$ cat src/rtl/led_trail_pwm.sv
// -----------------------------------------------------------------------------
// led_trail_pwm
//
// Output stage for the KITT sweep. Each of the eight LEDs jumps to full
// brightness while its pattern bit is active and then fades linearly, one
// DECAY_STEP per PWM frame, once the bit drops. Each LED is driven by
// per-LED PWM, and this block sets the output polarity at the pins.
//
// Ports
//   clk_i      system clock
//   rstn_i     asynchronous, active-low reset
//   enable_i   synchronous enable; low blanks every LED and restarts timing
//   display_i  8-bit LED pattern, active level set by IN_POLARITY
//   led_o      registered LED drive, active level set by OUT_POLARITY
//   frame_o    one-cycle registered pulse at each PWM frame start
// -----------------------------------------------------------------------------
module led_trail_pwm #(
  parameter int   CLK_IN_MHZ   = 125,
  parameter int   FRAME_HZ     = 500,
  parameter int   PWM_BITS     = 8,
  parameter int   DECAY_STEP   = 4,
  parameter logic IN_POLARITY  = 1'b0,
  parameter logic OUT_POLARITY = 1'b0
) (
  input  logic       clk_i,
  input  logic       rstn_i,
  input  logic       enable_i,
  input  logic [7:0] display_i,
  output logic [7:0] led_o,
  output logic       frame_o
);

  localparam logic [PWM_BITS-1:0] MAX  = '1;
  localparam logic [PWM_BITS-1:0] STEP = PWM_BITS'(DECAY_STEP);

`ifdef SIM
  localparam bit SIM_MODE = 1'b1;
`else
  localparam bit SIM_MODE = 1'b0;
`endif

  localparam longint HZ_IN    = longint'(CLK_IN_MHZ) * longint'(1000000);
  localparam longint DEN      = longint'(FRAME_HZ) << PWM_BITS;
  localparam longint DIV_CALC = HZ_IN / DEN;
  // A divider of 1 degenerates the prescaler into a tick on every cycle.
  localparam int     PWM_DIV  = (SIM_MODE || DIV_CALC <= 1) ? 1 : int'(DIV_CALC);
  localparam int     PRE_W    = (PWM_DIV > 1) ? $clog2(PWM_DIV) : 1;
  localparam logic [PRE_W-1:0] PRE_LAST = PRE_W'(PWM_DIV - 1);
  localparam logic [7:0] LED_OFF = OUT_POLARITY ? 8'h00 : 8'hFF;

  // Linear fade that stops at zero instead of wrapping.
  function automatic logic [PWM_BITS-1:0] sat_dec(input logic [PWM_BITS-1:0] b);
    return (b > STEP) ? (b - STEP) : '0;
  endfunction

  logic [PRE_W-1:0]    r_presc;
  logic [PWM_BITS-1:0] r_pwm;
  logic                w_tick;
  logic                w_fb;

  assign w_tick = (r_presc == PRE_LAST);
  assign w_fb   = w_tick && (r_pwm == MAX);

  // ---- timing: prescaler and PWM phase counter ----
  always_ff @(posedge clk_i or negedge rstn_i) begin
    if (!rstn_i) begin
      r_presc <= '0;
      r_pwm   <= '0;
    end else if (!enable_i) begin
      r_presc <= '0;
      r_pwm   <= '0;
    end else begin
      r_presc <= w_tick ? '0 : r_presc + 1'b1;
      if (w_tick) begin
        r_pwm <= r_pwm + 1'b1;
      end
    end
  end

  // ---- stage p0: pattern normalised to active-high ----
  logic [7:0] r_act_p0;

  always_ff @(posedge clk_i or negedge rstn_i) begin
    if (!rstn_i) begin
      r_act_p0 <= '0;
    end else begin
      r_act_p0 <= IN_POLARITY ? display_i : ~display_i;
    end
  end

  // ---- stage p1: brightness, updated only at frame boundaries ----
  // Holding brightness for the whole frame keeps the duty glitch-free.
  logic [PWM_BITS-1:0] r_bright_p1 [8];

  always_ff @(posedge clk_i or negedge rstn_i) begin
    if (!rstn_i) begin
      for (int i = 0; i < 8; i++) begin
        r_bright_p1[i] <= '0;
      end
    end else if (!enable_i) begin
      for (int i = 0; i < 8; i++) begin
        r_bright_p1[i] <= '0;
      end
    end else if (w_fb) begin
      for (int i = 0; i < 8; i++) begin
        // An active bit reloads full brightness even if it would also decay.
        r_bright_p1[i] <= r_act_p0[i] ? MAX : sat_dec(r_bright_p1[i]);
      end
    end
  end

  // ---- stage p2: PWM compare and registered pin drive ----
  logic [7:0] w_on;

  always_comb begin
    w_on = '0;
    for (int i = 0; i < 8; i++) begin
      // Full scale is forced on so MAX really means 100 % duty.
      w_on[i] = (r_bright_p1[i] == MAX) || (r_pwm < r_bright_p1[i]);
    end
  end

  always_ff @(posedge clk_i or negedge rstn_i) begin
    if (!rstn_i) begin
      led_o   <= LED_OFF;
      frame_o <= 1'b0;
    end else if (!enable_i) begin
      led_o   <= LED_OFF;
      frame_o <= 1'b0;
    end else begin
      led_o   <= OUT_POLARITY ? w_on : ~w_on;
      frame_o <= w_fb;
    end
  end

endmodule

$ cat config.mk
export PLATFORM = sky130hd
export DESIGN_NAME = led_trail_pwm
export DESIGN_NICKNAME = d
export VERILOG_FILES = /design/src/rtl/led_trail_pwm.sv
export SDC_FILE = /design/constraint.sdc
export NUM_CORES = 1
export LEC_CHECK = 0
export ABC_AREA = 0
export CAP_MARGIN = 10
export CORE_UTILIZATION = 45
export CTS_CLUSTER_DIAMETER = 30
export DETAILED_ROUTE_END_ITERATION = 7
export PLACE_DENSITY = 0.76
export SLEW_MARGIN = 20
export SYNTH_ARGS = -nofsm -noshare
export SYNTH_HDL_FRONTEND = slang
export SYNTH_SLANG_ARGS = --single-unit
$ cat constraint.sdc
create_clock -name clk_i -period 2.2 [get_ports clk_i]
set_input_delay 0.33 -clock clk_i [delete_from_list [all_inputs] [get_ports clk_i]]
set_output_delay 0.33 -clock clk_i [all_outputs]
set_load 0.02 [all_outputs]
[Word level (Yosys, flattened, before mapping)]
Cells that the tools add are included.
Widths: inputs -> output; s select.
Storage, ports and cells
  bits of input ports: 11
  output and inout port bits: 9
  flip-flop bits (word level): 99
  memory bits (writable): 0
  memories: 0
  memory bits (read-only): 0
  word-level logic and storage cells: 86
  bits in latches: 0
Cells by class
  reduce and logical (&&, ||, !) cells: 9
  $lt $le $gt $ge: 16
  bitwise operators: 2
  $mul: 0
  shift-type cells: 0
  muxes and demuxes: 24
  div/mod/pow operators: 0
  add/subtract/negate cells: 10
  eq/ne operators: 12
Operators by type and width (count)
  $mux 8: 19
  $mux 64: 2
  $eq 8x8->1 const B: 9
  $gt 8x3->1 const B: 8
  $lt 8x8->1: 8
  $sub 8x3->8 const B: 8
  $mux 10: 2
  $not 8->8: 2
  $add 10x1->10 const B: 1
  $eq 10x10->1 const B: 1
  $add 8x1->8 const B: 1
  $logic_or 1x1->1: 8
  $ne 2x1->1 const B: 2
  $logic_and 1x1->1: 1
  $mux 1: 1

[Logic depth before layout (Yosys ltp)]
  word-level depth: 5
  mapped depth: 8
  mapped depth without buffers: 7

[Worst setup path after synthesis]
OpenSTA, ideal clock, no wires.
  kind: register to register
  start: reg r_pwm[1]
  end: reg r_bright_p1[21] (netlist name)
  data required time: 2.074 ns
  period minus slack after synthesis: 2.144 ns
  path buffers: 2
  stages on the path, launching flop included: 8
  arrival time: 2.017 ns
  path slack: 0.056 ns
  setup time: 0.126 ns
  cell sequence: dfrtp_1 ha_1 nand3_1 or3_4 or2_1 buf_6 buf_6 a311o_1
On the way
  cells in the longest elaborated chain, start to end: 3
RTL lines
  start: declaration: RTL line 57  | logic [PWM_BITS-1:0] r_pwm;
  start signal: assignment: RTL line 75  | r_pwm <= r_pwm + 1'b1;
  $eq 8x8->1: RTL line 62  | assign w_fb = w_tick && (r_pwm == MAX);
  $logic_and 1x1->1: RTL line 62
  $ne 2x1->1 (no line)
  end signal: indexed assignment: RTL line 107  | r_bright_p1[i] <= r_act_p0[i] ? MAX : sat_dec(r_bright_p1[i]);
  end: declaration: RTL line 93  | logic [PWM_BITS-1:0] r_bright_p1 [8];
No other way between the ends.
A chain may end at the register's enable or synchronous reset.

[Worst setup path after layout]
  start: reg r_presc[4]
  end: reg r_bright_p1[39] (netlist name)
On the way
  cells in the longest elaborated chain, start to end: 3
RTL lines
  start: declaration: RTL line 56  | logic [PRE_W-1:0] r_presc;
  start signal: assignment: RTL line 73  | r_presc <= w_tick ? '0 : r_presc + 1'b1;
  $eq 10x10->1: RTL line 61  | assign w_tick = (r_presc == PRE_LAST);
  $logic_and 1x1->1: RTL line 62
  $ne 2x1->1 (no line)
No other way between the ends.

==> impl_results.md <==
- Critical path type: register to register
- Critical path's slowest cell: or4_1
- Antenna-violating nets left: 0
- Clock Skews: 0.0106 ns
- First-pass GRT wire length: 25.6 mm
- Die Width: 119 um
- Largest net degree at the start of global routing: 34
- Final-stage net count: 809
- Diode count: 0
- Crit. End Element: register
- Grt met1 use: 0.280
- 1st-pass router iterations: 5
- Grt met2 use: 0.381
- Die area: 0.0143 mm^2
- Ys Warns: 0
- # rows: 42
- Multi-input gate area: 0.00353 mm^2
- Antenna violations before repair: 0
- Critical path depth: 6
- Crit start category: register
- Post-Synthesis Cells: 683
- Final Max Tran Viols: 0
- Final worst-path cycle share: 0.955
- Max incr delay on CP: 0.51 ns
- Clock sinks: 91
- Layout cells sized above 1: 0.0943
- Hold Slack: 0.366 ns
- Cells on Worst Hold Path: 3
- CORE AREA: 0.0133 mm^2
- Post-synth EDFFs: 0
- Synth Area per Inst: 9.08 um^2
- RSZ-0062 raised after global routing: false
- Synth area leaders: dfrtp_1, ha_1, inv_1
- Synth top area share: 0.335
- Wire per inst: 16.9 um
- DR vias: 5409
- Sequential fraction of the synthesis area: 0.369
- GR met3 Demand/Resource: 0.0412
- Post-Syn Nets: 776
- CP required: 2.43 ns
- PD cells: 548 mW/mm^2
- Setup bufs post-CTS: 0
- Max_slew headroom: 0.612
- Reg area: 0.00229 mm^2
- Drt total wl: 15.2 mm
- Synth Flop Type: dfrtp_1
- Final min period: 2.10 ns
- Die height: 119 um
- Critical-path cell list: nor3b_4 -> nand2_2 -> or4_1 -> buf_4 -> o41ai_1 -> a21oi_1
- Worst slew pin tran: 0.577 ns
- Most frequent cells in the layout: dfrtp_1, ha_1, inv_1
- TritonCTS clock tree: built
- Boundary pin count: 20
- Total gr overflow: 0
- GRT busiest layer: met2
- # setup viols final: 0
- Starting Density: 0.465
- Root Buffer: clkbuf_16
- Netlist cell types: 55
- Number of fill cells in the layout: 1200
- Worst Path Arrival: 2.33 ns
- Pwr Total: 3.84 mW
- Initial DRC Count: 486
- Register bit total from synthesis: 91
- Most common cell after layout, fill and taps aside: dfrtp_1
- CP bufs+invs: 1
- Maxcap violations: 0
- CTS buffer count: 9
- CP top delay family: simple AND/OR/NAND/NOR gates
- Syn-to-layout area delta: 12.9%
- Cell Area, Synth: 0.00620 mm^2
- Worst skew pair latency: 0.36 ns
- HP Class: primary input to register
- TNS Setup: 0 ns
- Vias in the first global route: 5327
- Final Hold Viols: 0
- Post-route DRC: 0
- Leak pwr: 3.15 nW
- Clk slew on worst S/H paths: 0.07 ns
- Outcome: completed
- HPWL Detailed: 10.7 mm
- Achievable frequency: 0.476 GHz
- Total Routing Usage GR: 0.228
- Largest fanout on the critical path: 16
- R2R depth: 6
- Post-synthesis async set-or-reset flop share: 1.00
- Vias per cell: 6.03
- Max Root-Sink Buffers: 2
- Worst vdd ir: 0.000281 V
- H-tree depth: 3
- Post-synth top area cell: dfrtp_1
- Routability congestion estimate: 0.902
- IO Port Bufs: 19
worst min-delay path, delay by kind of cell:
| kind | cells | cell delay, ns |
|---|---|---|
| buf+inv | 1 | 0.19 |
| simple gates | 1 | 0.09 |
| compound gates | 1 | 0.06 |
what timing repair did:
action | in CTS | in global routing
hold buffers | 1 | 0
setup endpoints to repair | 0 | 2
endpoints found under the hold margin | 14 | 0
gates resized for setup | 0 | 2
path summary, 6_finish.rpt:
check / start / endpoint / slack, ns
worst max-delay path: r_presc[4]$_DFF_PN0_ / r_bright_p1[39]$_DFFE_PN0P_ / 0.1
worst min-delay path: enable_i / r_bright_p1[20]$_DFFE_PN0P_ / 0.37
worst max register to register: r_presc[4]$_DFF_PN0_ / r_bright_p1[39]$_DFFE_PN0P_ / 0.1
worst min register to register: r_presc[0]$_DFF_PN0_ / r_presc[0]$_DFF_PN0_ / 0.47
max in group asynchronous: rstn_i / led_o[2]$_DFF_PN1_ / 1.19
min in group asynchronous: rstn_i / r_pwm[7]$_DFFE_PN0P_ / 0.38
metal layers:
layer | share of wire | vias up
met1 | 0.42 | 2603
met3 | 0.058 | 47
met5 | 0 | -
met4 | 0.036 | 0
met2 | 0.48 | 210
li1 | - | 2549
cells by family after synthesis:
logic type	Yosys count	share of synthesized area
buffers and inverters	100	0.0647
AO/OA/AOI/OAI	196	0.213
XOR/XNOR	13	0.0184
adder cells (fa/ha/maj)	82	0.165
AND/OR/NAND/NOR	198	0.165
flip-flops	91	0.369
multiplexers	3	0.00484
cell type report:
class                      count  share of cell area
timing repair buffer          46              0.0572
multi-input combinational    492               0.504
clock inverter                 6             0.00589
tap                          176              0.0314
inverter                      76              0.0407
sequential                    91               0.327
clock buffer                  10              0.0341
report_power, final:
part           switching [mW]  internal [mW]  total [mW]
clock                   0.689          0.797        1.49
combinational           0.313          0.216       0.529
sequential             0.0745           1.75        1.82
total                    1.08           2.76        3.84
synth_stat cells, types with 2 or more instances:
| cell | number |
|---|---|
| xnor2_1 | 11 |
| buf_6 | 2 |
| nand2_1 | 32 |
| o21ai_0 | 36 |
| and3_1 | 15 |
| a211oi_1 | 30 |
| o21a_1 | 5 |
| a311o_1 | 2 |
| a22o_1 | 3 |
| nand3_1 | 18 |
| a41oi_1 | 7 |
| buf_2 | 6 |
| nor4_1 | 11 |
| or3_1 | 10 |
| o32ai_1 | 5 |
| ha_1 | 82 |
| mux2i_1 | 3 |
| nand4_1 | 14 |
| or4_1 | 2 |
| a21oi_1 | 43 |
| nor2b_1 | 10 |
| a21o_1 | 12 |
| nor2_1 | 50 |
| o41ai_1 | 5 |
| nor3b_1 | 2 |
| o211ai_1 | 4 |
| o31ai_1 | 4 |
| nand2b_1 | 10 |
| xor2_1 | 2 |
| dfstp_2 | 8 |
| clkbuf_1 | 14 |
| a31o_2 | 5 |
| o221ai_1 | 5 |
| o21ba_2 | 2 |
| nor3_1 | 18 |
| a311oi_1 | 3 |
| o31a_1 | 2 |
| inv_1 | 76 |
| dfrtp_1 | 83 |
| a31oi_1 | 16 |
stage by stage:
step | setup slack, ns | std cells | util | cell area (um^2)
after floorplan | 0.0564 | 683 | - | 6200
after global placement | 0.161 | 880 | 0.502 | 6700
after detailed placement | 0.0911 | 880 | 0.502 | 6700
after CTS | 0.0842 | 897 | 0.524 | 6990
after global routing | 0.00150 | 897 | 0.525 | 7000
final | 0.0998 | 897 | 0.525 | 7000
flip-flops by register name (all words and copies together) (netlist names):
| signal | count |
|---|---|
| r_pwm | 8 |
| led_o | 8 |
| frame_o | 1 |
| r_act_p0 | 8 |
| r_presc | 10 |
| r_bright_p1 | 56 |
Note: power is estimated with default switching activity, not from simulation.
